<file path="config.mk">
export PLATFORM = sky130hd
export DESIGN_NAME = nibble_serial_addsub
export DESIGN_NICKNAME = d
export VERILOG_FILES = /design/src/rtl/nibble_serial_addsub.sv
export SDC_FILE = /design/constraint.sdc
export NUM_CORES = 1
export LEC_CHECK = 0
export ABC_AREA = 1
export CAP_MARGIN = 25
export CORE_MARGIN = 3
export CORE_UTILIZATION = 60
export CTS_CLUSTER_DIAMETER = 30
export DETAILED_ROUTE_END_ITERATION = 8
export DONT_BUFFER_PORTS = 1
export PLACE_DENSITY = 0.76
export SLEW_MARGIN = 5
export SYNTH_ARGS = -nofsm -noshare
export SYNTH_HDL_FRONTEND = slang
export SYNTH_SLANG_ARGS = --single-unit
</file>
<file path="constraint.sdc">
create_clock -name clk -period 7.5 [get_ports clk]
set_input_delay 1.5 -clock clk [delete_from_list [all_inputs] [get_ports clk]]
set_output_delay 1.5 -clock clk [all_outputs]
set_load 0.02 [all_outputs]
</file>
<file path="src/rtl/nibble_serial_addsub.sv">
// Multi-cycle 16-bit signed add/subtract built around one shared 4-bit
// carry-lookahead slice that processes one nibble per cycle, with signed
// saturation and ALU flags on the final result.
module nibble_serial_addsub #(
  parameter int unsigned NIB_W   = 4,
  parameter int unsigned NUM_NIB = 4
) (
  input  logic                     clk,
  input  logic                     rst_n,
  input  logic                     start,
  input  logic                     sub,
  input  logic [NIB_W*NUM_NIB-1:0] A,
  input  logic [NIB_W*NUM_NIB-1:0] B,
  output logic                     busy,
  output logic                     done,
  output logic [NIB_W*NUM_NIB-1:0] result,
  output logic                     ovfl,
  output logic                     zero,
  output logic                     neg
);

  localparam int unsigned W     = NIB_W * NUM_NIB;
  localparam int unsigned IDX_W = (NUM_NIB > 1) ? $clog2(NUM_NIB) : 1;
  localparam logic [IDX_W-1:0] LAST_IDX = IDX_W'(NUM_NIB - 1);
  localparam logic [W-1:0] SAT_MAX = {1'b0, {(W-1){1'b1}}};
  localparam logic [W-1:0] SAT_MIN = {1'b1, {(W-1){1'b0}}};

  typedef enum logic [1:0] {
    S_IDLE = 2'd0,
    S_RUN  = 2'd1,
    S_SAT  = 2'd2
  } state_e;

  state_e           state_q, state_d;
  logic [IDX_W-1:0] idx_q, idx_d;
  logic             carry_q, carry_d;
  logic [W-1:0]     a_q, a_d;
  logic [W-1:0]     b_q, b_d;
  logic [W-1:0]     sum_q, sum_d;
  logic             busy_q, busy_d;
  logic             done_q, done_d;
  logic [W-1:0]     result_q, result_d;
  logic             ovfl_q, ovfl_d;
  logic             zero_q, zero_d;
  logic             neg_q, neg_d;

  logic [NIB_W-1:0] a_nib_c, b_nib_c, nib_sum_c;
  logic [NIB_W-1:0] g_c, p_c;
  logic [NIB_W:0]   cl_c;
  logic             grp_g_c, grp_p_c, nib_cout_c;
  logic             ovf_c;
  logic [W-1:0]     sat_val_c;

  // Select the operand nibbles addressed by the current index.
  always_comb begin
    a_nib_c = '0;
    b_nib_c = '0;
    for (int n = 0; n < NUM_NIB; n++) begin
      if (idx_q == IDX_W'(n)) begin
        a_nib_c = a_q[n*NIB_W +: NIB_W];
        b_nib_c = b_q[n*NIB_W +: NIB_W];
      end
    end
  end

  // 4-bit carry-lookahead slice: internal carries and group carry-out G | P&Cin.
  always_comb begin
    g_c        = a_nib_c & b_nib_c;
    p_c        = a_nib_c ^ b_nib_c;
    cl_c       = '0;
    cl_c[0]    = carry_q;
    cl_c[1]    = g_c[0] | (p_c[0] & carry_q);
    cl_c[2]    = g_c[1] | (p_c[1] & g_c[0]) | (p_c[1] & p_c[0] & carry_q);
    cl_c[3]    = g_c[2] | (p_c[2] & g_c[1]) | (p_c[2] & p_c[1] & g_c[0])
               | (p_c[2] & p_c[1] & p_c[0] & carry_q);
    grp_g_c    = g_c[3] | (p_c[3] & g_c[2]) | (p_c[3] & p_c[2] & g_c[1])
               | (p_c[3] & p_c[2] & p_c[1] & g_c[0]);
    grp_p_c    = &p_c;
    nib_cout_c = grp_g_c | (grp_p_c & carry_q);
    cl_c[4]    = nib_cout_c;
    nib_sum_c  = p_c ^ cl_c[NIB_W-1:0];
  end

  // Signed overflow detection and saturated value from the completed sum.
  always_comb begin
    ovf_c     = (a_q[W-1] == b_q[W-1]) && (sum_q[W-1] != a_q[W-1]);
    sat_val_c = sum_q;
    if (ovf_c) begin
      sat_val_c = a_q[W-1] ? SAT_MIN : SAT_MAX;
    end
  end

  // Next-state and registered-output logic.
  always_comb begin
    state_d  = state_q;
    idx_d    = idx_q;
    carry_d  = carry_q;
    a_d      = a_q;
    b_d      = b_q;
    sum_d    = sum_q;
    busy_d   = busy_q;
    done_d   = 1'b0;
    result_d = result_q;
    ovfl_d   = ovfl_q;
    zero_d   = zero_q;
    neg_d    = neg_q;
    case (state_q)
      S_IDLE: begin
        // busy spans the done cycle; it drops on the edge after it
        if (done_q) begin
          busy_d = 1'b0;
        end
        if (start && !busy_q) begin
          a_d     = A;
          b_d     = sub ? ~B : B;
          carry_d = sub;
          idx_d   = '0;
          busy_d  = 1'b1;
          state_d = S_RUN;
        end
      end
      S_RUN: begin
        for (int n = 0; n < NUM_NIB; n++) begin
          if (idx_q == IDX_W'(n)) begin
            sum_d[n*NIB_W +: NIB_W] = nib_sum_c;
          end
        end
        carry_d = nib_cout_c;
        idx_d   = idx_q + IDX_W'(1);
        if (idx_q == LAST_IDX) begin
          state_d = S_SAT;
        end
      end
      S_SAT: begin
        result_d = sat_val_c;
        ovfl_d   = ovf_c;
        zero_d   = (sat_val_c == '0);
        neg_d    = sat_val_c[W-1];
        done_d   = 1'b1;
        state_d  = S_IDLE;
      end
      default: begin
        state_d = S_IDLE;
      end
    endcase
  end

  // State and datapath registers with synchronous active-low reset.
  always_ff @(posedge clk) begin
    if (!rst_n) begin
      state_q  <= S_IDLE;
      idx_q    <= '0;
      carry_q  <= 1'b0;
      a_q      <= '0;
      b_q      <= '0;
      sum_q    <= '0;
      busy_q   <= 1'b0;
      done_q   <= 1'b0;
      result_q <= '0;
      ovfl_q   <= 1'b0;
      zero_q   <= 1'b0;
      neg_q    <= 1'b0;
    end else begin
      state_q  <= state_d;
      idx_q    <= idx_d;
      carry_q  <= carry_d;
      a_q      <= a_d;
      b_q      <= b_d;
      sum_q    <= sum_d;
      busy_q   <= busy_d;
      done_q   <= done_d;
      result_q <= result_d;
      ovfl_q   <= ovfl_d;
      zero_q   <= zero_d;
      neg_q    <= neg_d;
    end
  end

  assign busy   = busy_q;
  assign done   = done_q;
  assign result = result_q;
  assign ovfl   = ovfl_q;
  assign zero   = zero_q;
  assign neg    = neg_q;

endmodule
</file>
Yosys cells after proc, flatten, opt, wreduce, memory -nomap -nowiden. Cells that the tools add are included.

Register bits after elaboration: 74. Input bits: 36. Output and inout bits: 21. Logic and storage cells: 92.

Add/subtract/negate cells: 1. Equality and inequality tests: 9. Multiplexer cells: 21. Bitwise gates (word level): 29. Reductions and logical operators: 17.

Operators by type and width (number): two-way mux 16 bit (3); two-way mux 4 bit (8); logical NOT 16 bit (1); inverter 16 bit (1); AND reduction 2 bit (8); bitwise AND 1 bit (15); OR 1 bit (10); one-hot mux 2 bit (2 select lines) (2); bitwise XOR 4 bit (2); == test 2 bit, second input constant (3); two-way mux 2 bit (3); bitwise AND 4 bit (1); == test 2 x 1 -> 1 bit, second input constant (2); logical NOT 2 bit (2); two-way mux 1 bit (4); != test 2 bit, second input constant (2); AND reduction 4 bit (1); nonzero test 2 bit (2); adder 2 x 1 -> 2 bit, second input constant (1); logical AND 1 bit (2); one-hot mux 1 bit (2 select lines) (1); == test 1 bit (1); logical NOT 1 bit (1); != test 1 bit (1).

Depth between registers and ports, before layout. Gate-level depths: netlist of the first run.

Depth after elaboration: 12. Gate-level depth with buffers: 16. Mapped depth without buffers: 16.

Worst setup path after synthesis of the first run. OpenSTA, ideal clock, no wires.

Path kind: register to register. Start point: register idx_q[1]. End point: register sum_q[11]. Setup time: 109 ps. Arrival: 2234 ps. Data required time: 7391 ps. Path slack: 5158 ps. Stages on the path, launching flop included: 17. Cells stage by stage: dfxtp_1 > inv_1 > ha_1 > inv_1 > clkbuf_1 > o22ai_1 > o21ai_0 > o21ai_0 > ha_1 > inv_1 > o21bai_1 > a31oi_1 > nand2_1 > nand2_1 > nand3_1 > nand2_1 > inv_1.

Cells in the longest elaborated chain, start to end: 11. Elaborated cells between the ends (all ways): 24.

Ends and longest elaborated chain: start: declaration (RTL line 35) `logic [IDX_W-1:0] idx_q, idx_d;`; start signal: assignment (RTL line 165) `idx_q <= idx_d;`; logical NOT 2 bit (RTL line 59) `if (idx_q == IDX_W'(n)) begin`; two-way mux 4 bit (4 in a row) (RTL line 59); bitwise XOR 4 bit or bitwise AND 4 bit (tied branches) (RTL line 69, 68); bitwise AND 1 bit (on tied branches) (RTL line 74, 75); OR 1 bit, or another cell as far along (RTL line 74) `cl_c[3] = g_c[2] | (p_c[2] & g_c[1]) | (p_c[2] & p_c[1] & g_c[0])`; OR 1 bit or bitwise AND 1 bit (tied branches) (RTL line 74, 75); OR 1 bit (RTL line 75) `| (p_c[2] & p_c[1] & p_c[0] & carry_q);`; bitwise XOR 4 bit (RTL line 81) `nib_sum_c = p_c ^ cl_c[NIB_W-1:0];`; end signal: assignment (RTL line 169) `sum_q <= sum_d;`; end: declaration (RTL line 39) `logic [W-1:0] sum_q, sum_d;`.

Several ways; a longest one is shown, not always the timed one. A chain may end at the register's enable or synchronous reset.

Final worst setup path of the first run. Ends and elaborated chain as after synthesis.

==> results of run 1 <==
-- power by group through the flow --
stage | Combinational (W) | Sequential (W) | Clock [W]
2_1_floorplan | 0.000116 | 0.000432 | 0
3_3_place_gp | 0.000133 | 0.000436 | 0
3_5_place_dp | 0.000138 | 0.000437 | 0
4_1_cts | 0.000138 | 0.000428 | 0.000345
5_1_grt | 0.000161 | 0.000431 | 0.000364
6_report | 0.000139 | 0.000429 | 0.000341
-- layout make-up --
class,count,share of cell area
Inverter,44,0.0468
Clock inverter,4,0.0216
Sequential cell,73,0.414
Multi-Input combinational cell,301,0.450
Timing Repair Buffer,1,0.00213
Clock buffer,12,0.0411
Tap cell,70,0.0248
-- layer usage --
layer	wire length (microns)	up-vias
li1	-	1439
met1	3320	1312
met2	3220	76
met3	484	8
met4	59	0
met5	0	-
-- flip-flops by register name, indices dropped and copies added, names as in the netlist --
signal   count
idx_q        2
zero         1
a_q         16
state_q      2
ovfl         1
busy         1
sum_q       16
b_q         16
carry_q      1
result      16
done         1
-- synthesized netlist by cell type --
library cell and n:
a21oi_1 57, fa_1 1, o21a_1 3, dfxtp_1 73
a21oi_2 1, clkbuf_1 15, clkinv_1 1, o21ai_0 68
nor2_2 2, o21ai_2 1, buf_4 2, a211oi_1 1
inv_2 1, or2_2 1, buf_6 1, nand4_1 4
o211ai_1 7, o22ai_1 4, o21ai_1 3, ha_1 8
clkbuf_2 1, nand2_2 3, nor2_1 47, xor2_1 17
nor2_4 1, nand2_1 50, nand3_1 19, a31oi_1 2
o21bai_1 1, inv_1 42, buf_2 6
-- critical path: cells and delay by family, from the launching register on --
family / cells / cell delay (ns)
AO/OA/AOI/OAI: 5 / 0.66
adder cells (fa/ha/maj): 2 / 0.55
buffers and inverters: 4 / 0.52
flip-flops: 1 / 0.38
AND/OR/NAND/NOR: 5 / 0.57
-- per-stage QoR --
step                 util  instance area [sq um]  setup WS (ns)  hold WS, ns
global route        0.674                   3530           4.42        0.483
finish              0.674                   3530           4.72        0.456
global placement    0.632                   3310           4.81        0.436
floorplan               -                   3330           5.16        0.425
detailed placement  0.632                   3310           4.77        0.444
CTS                 0.674                   3530           4.77        0.454
-- logic make-up after synthesis --
kind of cell	count (synthesis)
simple gates	127
fa+ha+maj	9
flops	73
compound gates	148
xor+xnor	17
buf+inv	69
-- worst paths after layout --
| check | from | slack (ns) | depth (start not counted) | end |
|---|---|---|---|---|
| setup / recovery | idx_q[1]$_SDFFE_PN0P_ | 4.72 | 16 | sum_q[11]$_SDFFE_PN0P_ |
| hold / removal | b_q[5]$_SDFFE_PN0P_ | 0.46 | 2 | b_q[5]$_SDFFE_PN0P_ |
| setup reg to reg | idx_q[1]$_SDFFE_PN0P_ | 4.72 | 16 | sum_q[11]$_SDFFE_PN0P_ |
| hold reg to reg | b_q[5]$_SDFFE_PN0P_ | 0.46 | 2 | b_q[5]$_SDFFE_PN0P_ |
==> results.toml, run 1 <==
[cells_and_area]
syn2layout_area_growth_pct = 5.97
stdcell_count = 505
multiInputGateArea_sq_um = 1590
regArea_sq_um = 1460
layout_common_cells = "dfxtp_1, o21ai_0, a21oi_1"
antenna_cells = 0
fillers = 471
layout_commonest_cell = "dfxtp_1"
finalNetCount = 475
final_layout_size_suffix_gt1_frac = 0.0575

[power]
p_per_area_nw_per_um2 = 257
power.share.clock = 0.376
p_leak_nw = 1.48
combPwrFrac = 0.153
power_frac_seq = 0.472
p_switching_w = 0.000250
switching_share = 0.275
vdd_drop_max_v = 0.000154
finalPower_w = 0.000909
intPower_w = 0.000658

[logic_synthesis]
synth_cell_type_count = 31
ys.warnings.count = 0
yosysTopAreaCellShare = 0.439
syn_avg_cell_area_sq_um = 7.52
syn_nets = 488
synth-adder-area-share = 0.0360
synth_xor_area_frac = 0.0447
synth.area.mux_share = 0
synth_compound_area_frac = 0.236
netlist_area_sq_um = 3330
yosys.area.top_type = "dfxtp_1"
synth_top_family_by_area = "compound AO/OA/AOI/OAI gates"
ys_seq_area_frac = 0.439
synth_cells = 443
synth-seq-cells = 73
ys_top_cells_by_area = "dfxtp_1, o21ai_0, a21oi_1"
synthSimpleGateAreaFrac = 0.160

[global_route]
grt_util_met3 = 0.0796
grt_overflow = 0
grt_pass1_vias = 2665
grt_use_total = 0.237
grt_util_met2 = 0.370
gr-max-usage-layer = "met2"
grt_start_max_net_pins = 65
grt.met1_usage = 0.314
grt_pass1_wl_mm = 12.1
antenna_found_initial = 0

[critical_path]
cp_slowest_cell = "dfxtp_1"
cp.required_ns = 7.75
critical_path_class = "reg -> reg"
path_cells = "inv_1 -> ha_1 -> inv_1 -> nand2_1 -> o22ai_1 -> o21ai_0 -> o21ai_0 -> ha_1 -> inv_1 -> o21bai_1 -> a31oi_1 -> nand2_1 -> nand2_1 -> nand3_1 -> nand2_1 -> inv_1"
cp.arrival_ns = 3.03
end_kind = "flip-flop"
worstPathMaxFanout = 14
cpPeakStageDelay_ns = 0.38
critPathLaunchType = "flip-flop"

[timing]
relSlewSlack = 0.604
min_period_ns = 2.78
rsz0062_at_grt = "no"
period_share = 0.371
max_freq_mhz = 360
fin_skew_ns = 0.00787
hold_viol = 0
final-setup-viol-count = 0
fin_tns_setup_ns = 0
finalMaxSlewViolations = 0
worst_pin_slew_ns = 0.593

[clock_network]
clk_pin_slew_ns = 0.08
clock_latency_ns = 0.34
h-tree-depth = 3
clockBufferDepth = 2
ctsResizeCount = 0
cts_setup_buffers = 0
cts_tree = "done"
cts.sinks = 73
cts.root.buffer_cell = "clkbuf_8"
numCtsBuffers = 9
hold_buffers = 0

[route]
drtPass1Iterations = 4
vias = 2835
drc = 0
wire_per_inst_microns = 14.0
via_per_inst = 5.61
dr.first_iter.drc_count = 212
ant_nets = 0
routed_wl_mm = 7.08

[die]
start_util = 0.636
rows = 26
io_pins = 57
core_area_sq_um = 5240
die_w_microns = 80.5
dieArea_sq_um = 6480
fp.dieH_microns = 80.5

[placed_design]
place_inst = 489
hpwlAfterDp_mm = 5.00
portBuffers = 0
globalplace.congestion = 0.876

[run_status]
outcome = "complete, no violations"

[flow_run]
drv_cap = 0

[min_path]
hold_class = "reg -> reg"
No activity file was read; power rests on OpenSTA's default activity.
==> run 2, diff against run 1 <==
- CORE_UTILIZATION: 60 -> 56
- PLACE_DENSITY: 0.76 -> 0.74
- clock period: 7.5 -> 2.55 ns (I/O delays scaled with it)
==> results.toml, run 2 (synthesis results as in run 1) <==
[cells_and_area]
syn2layout_area_growth_pct = 8.97
fillers = 487
layout_commonest_cell = "dfxtp_1"
finalNetCount = 482
antenna_cells = 0
layout_common_cells = "dfxtp_1, o21ai_0, a21oi_1"
final_layout_size_suffix_gt1_frac = 0.0998

[global_route]
grt_util_met2 = 0.324
grt_util_met3 = 0.0635
grt_overflow = 0
gr-max-usage-layer = "met2"
grt_start_max_net_pins = 65
grt_pass1_vias = 2669
grt_pass1_wl_mm = 12.5
grt.met1_usage = 0.302
grt_use_total = 0.219
antenna_found_initial = 0

[critical_path]
end_kind = "flip-flop"
crit_top_cell = "nand3_1"
cp.required_ns = 2.80
r2r_slack_ns = 0.26
rr_endpoint = "sum_q[10]$_SDFFE_PN0P_"
worst_r2r_startpoint = "idx_q[1]$_SDFFE_PN0P_"
worstPathMaxFanout = 4
critPathLaunchType = "flip-flop"
cpPeakStageDelay_ns = 0.36
path_cells = "inv_2 -> ha_4 -> clkinvlp_2 -> o22ai_1 -> o21ai_0 -> o21ai_0 -> ha_1 -> nand3_1 -> nand3_1 -> nand2_1 -> nand3_1 -> o211ai_1 -> inv_1"
cp_slowest_cell = "dfxtp_2"
reg2reg_depth = 13
cp.arrival_ns = 2.54
critical_path_class = "reg -> reg"

[power]
vdd_drop_max_v = 0.000438
p_leak_nw = 1.51
p_per_area_nw_per_um2 = 744
finalPower_w = 0.00270

[placed_design]
hpwlAfterDp_mm = 5.15
portBuffers = 0
globalplace.congestion = 0.866
dpl_worst_slack_ns = 0.0643

[die]
dieArea_sq_um = 6910
core_area_sq_um = 5640
fp.dieH_microns = 83.1
die_w_microns = 83.1
rows = 27
io_pins = 57
start_util = 0.591

[clock_network]
cts.root.buffer_cell = "clkbuf_8"
cts.sinks = 73
numCtsBuffers = 9
clockBufferDepth = 2
cts_tree = "done"
clk_pin_slew_ns = 0.08
clock_latency_ns = 0.35
h-tree-depth = 3
hold_buffers = 0

[route]
dr.first_iter.drc_count = 247
drc = 0
routed_wl_mm = 7.38
wire_per_inst_microns = 14.4
ant_nets = 0
vias = 2889
via_per_inst = 5.63
drtPass1Iterations = 4

[timing]
hold_viol = 0
fin_skew_ns = 0.0103
final-setup-viol-count = 0
min_period_ns = 2.29
finalMaxSlewViolations = 0
fin_tns_setup_ns = 0
period_share = 0.899
worst_pin_slew_ns = 0.596
max_freq_mhz = 436
rsz0062_at_grt = "no"
relSlewSlack = 0.602
fin_ws_ns = 0.258

[flow_run]
drv_cap = 0

[min_path]
worst_hold_startpoint = "rst_n"
hold_class = "in -> reg"
whs_path_depth = 2
holdPathEnd = "a_q[3]$_SDFFE_PN0P_"

[run_status]
outcome = "complete, no violations"
==> run 2: cell count changes in the layout (fill, tap and decap cells not counted), moves of 2 or more <==
cell / previous run / this run
inv_2: 1 / 4
ha_4: 0 / 3
ha_1: 8 / 5
nand2_1: 50 / 48
nand2_2: 3 / 5
inv_1: 42 / 39
clkbuf_1: 2 / 0
dfxtp_1: 73 / 71
buf_4: 1 / 7
==> run 2: how the worst max path moves through the flow <==
stage                          startpoint                      to  slack, ns  cells past startpoint
finish              idx_q[1]$_SDFFE_PN0P_  sum_q[10]$_SDFFE_PN0P_       0.26                     13
global placement    idx_q[0]$_SDFFE_PN0P_   sum_q[7]$_SDFFE_PN0P_       0.22                     15
global route        idx_q[0]$_SDFFE_PN0P_  sum_q[11]$_SDFFE_PN0P_     0.0002                     13
CTS                 idx_q[1]$_SDFFE_PN0P_  sum_q[10]$_SDFFE_PN0P_       0.08                     14
detailed placement  idx_q[0]$_SDFFE_PN0P_   sum_q[7]$_SDFFE_PN0P_       0.06                     15
floorplan           idx_q[1]$_SDFFE_PN0P_  sum_q[11]$_SDFFE_PN0P_       0.21                     16
==> run 2: cell type report <==
class / instances / area [sq um] / area share
clock buffer: 10 / 138 / 0.0379
clock inverter: 5 / 80.1 / 0.0221
timing repair buffer: 7 / 52.6 / 0.0145
inverter: 44 / 165 / 0.0455
timing repair inverter: 1 / 5.00 / 0.00138
sequential: 73 / 1470 / 0.404
tap: 72 / 90.1 / 0.0248
multi-input combinational: 301 / 1630 / 0.450
==> run 2: timing repair <==
item	in CTS	in global routing
resized for setup	0	16
endpoints found under the setup margin	0	9
buffers inserted	0	2
==> run 2: metal layers <==
metal	vias to the layer above	share of wire
met5	-	0
met4	0	0.016
met3	10	0.080
met2	93	0.43
met1	1322	0.47
li1	1464	-
==> run 2: where the power goes <==
group / total [W] / switching [W] / leakage, nW / internal [W]
Sequential: 0.00126 / 0.0000499 / 0.598 / 0.00121
Combinational: 0.000439 / 0.000271 / 0.809 / 0.000168
Clock: 0.000998 / 0.000428 / 0.104 / 0.000570
Total: 0.00270 / 0.000749 / 1.51 / 0.00195
==> run 2: per-stage QoR <==
| step | hold slack (ns) | cell area [sq um] | instances | util |
|---|---|---|---|---|
| after global placement | 0.446 | 3340 | 495 | 0.592 |
| final | 0.294 | 3630 | 513 | 0.644 |
| after CTS | 0.283 | 3560 | 510 | 0.631 |
| after detailed placement | 0.445 | 3340 | 495 | 0.592 |
| after global routing | 0.291 | 3630 | 513 | 0.644 |
| after floorplan | 0.425 | 3330 | 443 | - |
==> run 2: worst max-delay path: cells and delay by family (launching register included) <==
| family | cells | cell delay [ns] |
|---|---|---|
| compound gates | 4 | 0.57 |
| flops | 1 | 0.36 |
| fa+ha+maj | 2 | 0.51 |
| buf+inv | 3 | 0.32 |
| simple gates | 4 | 0.41 |
